### src/rtl/ex_muldiv_unit.sv
// rtl/ex_muldiv_unit.sv - EX-stage iterative multiply/divide unit owning HI/LO
module ex_muldiv_unit (
    input  logic        CLK,
    input  logic        Reset,
    input  logic        Flush,
    input  logic        Start,
    input  logic [2:0]  Op,
    input  logic [31:0] RsData,
    input  logic [31:0] RtData,
    output logic [31:0] HI,
    output logic [31:0] LO,
    output logic        Busy,
    output logic        Stall,
    output logic        Done,
    output logic        DivByZero
);

    localparam logic [2:0] OP_MULT  = 3'b001;
    localparam logic [2:0] OP_MULTU = 3'b010;
    localparam logic [2:0] OP_DIV   = 3'b011;
    localparam logic [2:0] OP_DIVU  = 3'b100;
    localparam logic [2:0] OP_MTHI  = 3'b101;
    localparam logic [2:0] OP_MTLO  = 3'b110;

    typedef enum logic [1:0] {
        S_IDLE = 2'd0,
        S_MUL  = 2'd1,
        S_DIV  = 2'd2,
        S_FIX  = 2'd3
    } state_t;

    state_t      state;
    logic [63:0] mul_a;
    logic [63:0] mul_b;
    logic [31:0] div_rem;
    logic [31:0] div_quo;
    logic [31:0] div_dvsr;
    logic [5:0]  div_cnt;
    logic        neg_quo;
    logic        neg_rem;

    logic [63:0] product;
    logic        div_signed;
    logic        rs_neg;
    logic        rt_neg;
    logic [31:0] abs_rs;
    logic [31:0] abs_rt;
    logic [32:0] shifted;
    logic        trial_ge;
    logic [31:0] trial_diff;

    // Operands are sign- or zero-extended to 64 bits at accept, so one
    // truncated 64-bit product serves both MULT and MULTU.
    always_comb begin
        product    = mul_a * mul_b;
        div_signed = (Op == OP_DIV);
        rs_neg     = div_signed && RsData[31];
        rt_neg     = div_signed && RtData[31];
        abs_rs     = rs_neg ? (32'd0 - RsData) : RsData;
        abs_rt     = rt_neg ? (32'd0 - RtData) : RtData;
        shifted    = {div_rem, div_quo[31]};
        trial_ge   = (shifted >= {1'b0, div_dvsr});
        // The true difference is below the divisor, so the low 32 bits suffice.
        trial_diff = shifted[31:0] - div_dvsr;
    end

    assign Stall = Busy;

    always_ff @(posedge CLK) begin
        if (Reset) begin
            state     <= S_IDLE;
            HI        <= 32'd0;
            LO        <= 32'd0;
            Busy      <= 1'b0;
            Done      <= 1'b0;
            DivByZero <= 1'b0;
            mul_a     <= 64'd0;
            mul_b     <= 64'd0;
            div_rem   <= 32'd0;
            div_quo   <= 32'd0;
            div_dvsr  <= 32'd0;
            div_cnt   <= 6'd0;
            neg_quo   <= 1'b0;
            neg_rem   <= 1'b0;
        end else begin
            Done      <= 1'b0;
            DivByZero <= 1'b0;
            if (Flush) begin
                state <= S_IDLE;
                Busy  <= 1'b0;
            end else begin
                case (state)
                    S_IDLE: begin
                        if (Start) begin
                            case (Op)
                                OP_MTHI: HI <= RsData;
                                OP_MTLO: LO <= RsData;
                                OP_MULT, OP_MULTU: begin
                                    if (Op == OP_MULT) begin
                                        mul_a <= {{32{RsData[31]}}, RsData};
                                        mul_b <= {{32{RtData[31]}}, RtData};
                                    end else begin
                                        mul_a <= {32'd0, RsData};
                                        mul_b <= {32'd0, RtData};
                                    end
                                    state <= S_MUL;
                                    Busy  <= 1'b1;
                                end
                                OP_DIV, OP_DIVU: begin
                                    if (RtData == 32'd0) begin
                                        Done      <= 1'b1;
                                        DivByZero <= 1'b1;
                                    end else begin
                                        div_rem  <= 32'd0;
                                        div_quo  <= abs_rs;
                                        div_dvsr <= abs_rt;
                                        div_cnt  <= 6'd32;
                                        neg_quo  <= rs_neg ^ rt_neg;
                                        neg_rem  <= rs_neg;
                                        state    <= S_DIV;
                                        Busy     <= 1'b1;
                                    end
                                end
                                default: ;
                            endcase
                        end
                    end
                    S_MUL: begin
                        HI    <= product[63:32];
                        LO    <= product[31:0];
                        Done  <= 1'b1;
                        state <= S_IDLE;
                        Busy  <= 1'b0;
                    end
                    S_DIV: begin
                        if (trial_ge) begin
                            div_rem <= trial_diff;
                            div_quo <= {div_quo[30:0], 1'b1};
                        end else begin
                            div_rem <= shifted[31:0];
                            div_quo <= {div_quo[30:0], 1'b0};
                        end
                        div_cnt <= div_cnt - 6'd1;
                        if (div_cnt == 6'd1) begin
                            state <= S_FIX;
                        end
                    end
                    S_FIX: begin
                        LO    <= neg_quo ? (32'd0 - div_quo) : div_quo;
                        HI    <= neg_rem ? (32'd0 - div_rem) : div_rem;
                        Done  <= 1'b1;
                        state <= S_IDLE;
                        Busy  <= 1'b0;
                    end
                    default: begin
                        state <= S_IDLE;
                        Busy  <= 1'b0;
                    end
                endcase
            end
        end
    end

endmodule

### config.mk
export PLATFORM = sky130hd
export DESIGN_NAME = ex_muldiv_unit
export DESIGN_NICKNAME = d
export VERILOG_FILES = /design/src/rtl/ex_muldiv_unit.sv
export SDC_FILE = /design/constraint.sdc
export NUM_CORES = 2
export LEC_CHECK = 0
export BUFFER_PORTS_ARGS = -buffer_cell sky130_fd_sc_hd__buf_2
export CELL_PAD_IN_SITES_DETAIL_PLACEMENT = 1
export CELL_PAD_IN_SITES_GLOBAL_PLACEMENT = 1
export CORE_MARGIN = 2
export CORE_UTILIZATION = 51
export DETAILED_ROUTE_END_ITERATION = 8
export HOLD_SLACK_MARGIN = 0.02
export MAX_ROUTING_LAYER = met4
export PLACE_DENSITY_LB_ADDON = 0.1
export SLEW_MARGIN = 20
export SYNTH_ARGS = -nofsm -noshare
export SYNTH_HDL_FRONTEND = slang
export SYNTH_SLANG_ARGS = --single-unit
export TNS_END_PERCENT = 100
### constraint.sdc
create_clock -name CLK -period 12.57 [get_ports CLK]
set_input_delay 2.514 -clock CLK [delete_from_list [all_inputs] [get_ports CLK]]
set_output_delay 2.514 -clock CLK [all_outputs]
set_load 0.01 [all_outputs]
==> parameters.txt <==
Parameter                              Value

Run status
  Run status    finished clean

Cells and area
  Seq. cell area    4800 um2
  Number of fillers in the final layout    14100
  Number of nets in the layout    8735
  Final instance count without filler cells    8532
  Proportion of layout cells with a drive suffix above 1    4.89%
  Final Util    54.2%
  Footprint of the multi-input gates    49700 um2
  Synth-to-Final Area Change    5.11%

Logic synthesis
  Most area-consuming cells after synthesis    sky130_fd_sc_hd__fa_1 46%, sky130_fd_sc_hd__inv_1 9.8%, sky130_fd_sc_hd__dfxtp_1 7.7%, sky130_fd_sc_hd__ha_1 6.8%, sky130_fd_sc_hd__and2_1 5.9%
  Post-synth top flop    sky130_fd_sc_hd__dfxtp_1
  Sequential element share of the synthesized area    7.73%
  Number of nets in the synthesized netlist    8826
  Synthesized flop and latch total    239
  Commonest cells in the netlist    1614 x sky130_fd_sc_hd__inv_1, 1434 x sky130_fd_sc_hd__fa_1, 866 x sky130_fd_sc_hd__nand2_1, 585 x sky130_fd_sc_hd__and2_1, 344 x sky130_fd_sc_hd__clkbuf_1
  Post-synth EDFFs    0
  Top cell type by total area after synthesis    sky130_fd_sc_hd__fa_1
  Synthesized area divided by synthesized cell count    8.86 um2
  Most frequently used cell type in the post-synthesis netlist    sky130_fd_sc_hd__inv_1
  Area share of the leading cell type in the synthesized netlist    46.4%
  Gate Count Post-Synth    6984
  Count of cell types in the netlist    71
  Share of flip-flops with an asynchronous set or reset    0%
  Count of yosys warnings during synthesis    0
  Mapped cell area    61900 um2

Clock network
  Number of hold buffers added after cts    0
  Clock slew at the register clock pins of the worst setup and hold paths    0.07 ns
  Clock latency of the later-clocked register in the worst-skew pair    0.65 ns
  CTS buffer count    30
  CTS tree    yes
  CTS HTree Levels    1
  Number of sinks driven by the clock tree    239
  Postcts setup bufs    0
  Clk buf depth    3
  Root buffer selected by CTS    sky130_fd_sc_hd__clkbuf_16
  Number of resized instances in the post-cts repair step    0

Floorplanning
  Floorplan die height    352 um
  FP Rows    127
  Count of pins on the block boundary    139
  Initial cell density of the core    51.5%
  Die area    124000 um2
  Placeable core region    120000 um2
  Die span in x    352 um

Drt
  Final ANT Viol Nets    0
  DRT iter0 DRCs    3560
  Post-DR vias/cell    5.67
  Number of search-and-repair iterations in the first detailed-routing pass    6
  Remaining design rule violation count    0
  Routed WL per cell    25.2 um
  Via Count    48300
  Total Routed Length    215000 um

Worst setup path
  Launching point of the worst reg2reg path    mul_b[2]$_SDFFE_PP0P_
  Worst EP required    13.05 ns
  Worst setup path endpoint    HI[31]$_SDFFE_PP0P_
  FF-to-FF path depth    25
  Data arrival time at the worst-slack endpoint    10.79 ns
  Element type at the critical path start    register
  Timing startpoint of the critical path    mul_b[2]$_SDFFE_PP0P_
  Worst Setup Path Type    register to register
  Crit Path Max Fanout    14
  Internal reg-to-reg setup slack    2.26 ns
  Endpoint of the worst-slack reg-to-reg timing path    HI[31]$_SDFFE_PP0P_
  Crit end category    register

Timing
  Maximum clock rate    97.0 MHz
  Max-Slew Margin vs Limit    26.5%
  Final number of setup-violating endpoints    0
  Worst-Margin Slew    1.09 ns
  Final worst-path setup slack    2.26 ns
  Crit path time final    10.31 ns
  Setup_tns    0 ns
  Part of the cycle the worst path needs    82.0%
  Setup repair after global routing missed its margin    no
  Pins Over Slew Limit    0
  Final count of hold timing violations    0
  Clock tree skew after final layout    0.0638 ns

Placed design
  Post-placement setup slack    2.40 ns
  GPL Wtd Cong    0.956
  Placed wire-length estimate after detailed placement    179000 um
  Count of input and output buffers    138
  # placed instances    8473

Power
  Worst-case vdd ir drop    0.128 mV
  Total Power    2.23 mW
  PwrDens    34.3 nW/um2
  Static Leak    32.9 nW

GRT
  Total track usage    36.5%
  First-pass GRT wire length    333000 um
  Largest net degree at the start of global routing    82
  Total congestion overflow    0
  Via count of the first global-routing pass    53700
  Initial antenna violation count    9

Flow run
  Number of maximum-capacitance constraint violations    0

Worst hold path
  Worst hold path class    register to register
[cell families after synthesis]
group           after synthesis  share of synthesized area, %
simple gates               1939                          15.1
mux                          24                         0.388
fa+ha+maj                  1773                          53.2
xor+xnor                    240                          3.40
buf+inv                    1974                          12.0
flops                       239                          7.73
compound gates              795                          8.15
[metrics by stage]
stage	instance area [um2]	hold WS [ns]
CTS	65100	0.459
detailed placement	64000	0.450
floorplan	61900	0.432
finish	65100	0.455
global placement	64000	0.441
global route	65100	0.472
[layer usage]
metal	up-vias	track usage [%]	part of all wire, %
li1	20700	-	-
met1	25600	50.0	43
met2	1663	57.8	47
met3	373	3.79	6.6
met4	0	10.8	3.7
met5	-	-	0
[placed cells by master (no fill, tap or decap), drive strengths merged, types with 24 or more instances in the layout]
cell and instances:
a211oi 68, a21o 48, a21oi 270, and2 585
buf 236, clkbuf 36, dfxtp 239, fa 1434
ha 337, inv 1621, mux2i 24, nand2 866
nand3 39, nor2 225, nor3 47, o211ai 49
o21ai 148, o31ai 41, or3 37, xnor2 155
xor2 85
[worst min path at each step]
stage | from | endpoint | slack (ns) | depth (start not counted)
after floorplan | div_dvsr[18]$_SDFFE_PP0P_ | div_dvsr[18]$_SDFFE_PP0P_ | 0.43 | 2
final | mul_b[31]$_SDFFE_PP0P_ | mul_b[31]$_SDFFE_PP0P_ | 0.46 | 2
after global placement | LO[13]$_SDFFE_PP0P_ | LO[13]$_SDFFE_PP0P_ | 0.44 | 2
after CTS | mul_a[28]$_SDFFE_PP0P_ | mul_a[28]$_SDFFE_PP0P_ | 0.46 | 2
after detailed placement | mul_a[28]$_SDFFE_PP0P_ | mul_a[28]$_SDFFE_PP0P_ | 0.45 | 2
after global routing | mul_b[31]$_SDFFE_PP0P_ | mul_b[31]$_SDFFE_PP0P_ | 0.47 | 2
[critical path, stage by stage (launching register included)]
cell and delay, ns:
sky130_fd_sc_hd__dfxtp_1 0.65, sky130_fd_sc_hd__buf_4 0.27, sky130_fd_sc_hd__and2_1 0.20, sky130_fd_sc_hd__fa_1 0.50, sky130_fd_sc_hd__fa_1 0.56, sky130_fd_sc_hd__fa_1 1.09, sky130_fd_sc_hd__fa_1 0.57, sky130_fd_sc_hd__fa_1 0.56
sky130_fd_sc_hd__fa_1 0.44, sky130_fd_sc_hd__fa_1 0.50, sky130_fd_sc_hd__fa_1 0.51, sky130_fd_sc_hd__fa_1 0.56, sky130_fd_sc_hd__inv_1 0.08, sky130_fd_sc_hd__fa_1 0.51, sky130_fd_sc_hd__inv_1 0.05, sky130_fd_sc_hd__ha_1 0.49
sky130_fd_sc_hd__nand4_1 0.18, sky130_fd_sc_hd__nor3_1 0.24, sky130_fd_sc_hd__nand2_1 0.14, sky130_fd_sc_hd__or3_1 0.33, sky130_fd_sc_hd__a21oi_1 0.46, sky130_fd_sc_hd__a2111oi_0 0.33, sky130_fd_sc_hd__nor4_1 0.46, sky130_fd_sc_hd__o31a_1 0.19
sky130_fd_sc_hd__nor3_1 0.05, sky130_fd_sc_hd__o221a_1 0.23
[layout make-up]
cell class / instances / area share (%)
Sequential cell: 239 / 7.37
Antenna cell: 4 / 0.0154
Clock buffer: 36 / 1.25
Inverter: 1615 / 9.32
Timing Repair Buffer: 236 / 2.22
Clock inverter: 19 / 0.294
Tap cell: 1612 / 3.10
Multi-Input combinational cell: 4771 / 76.4
[state kept, by name, summed over array words and instances (netlist names)]
signal     flops
mul_a         33
mul_b         33
HI            32
LO            32
div_dvsr      32
div_quo       32
div_rem       32
div_cnt        6
state          2
Busy           1
DivByZero      1
Done           1
neg_quo        1
neg_rem        1
[power breakdown]
part,total (mW),internal [mW],switching [mW]
Sequential,0.812,0.778,0.0340
Combinational,0.502,0.160,0.343
Clock,0.915,0.491,0.423
Total,2.23,1.43,0.800
No activity file was read; power rests on OpenSTA's default activity.
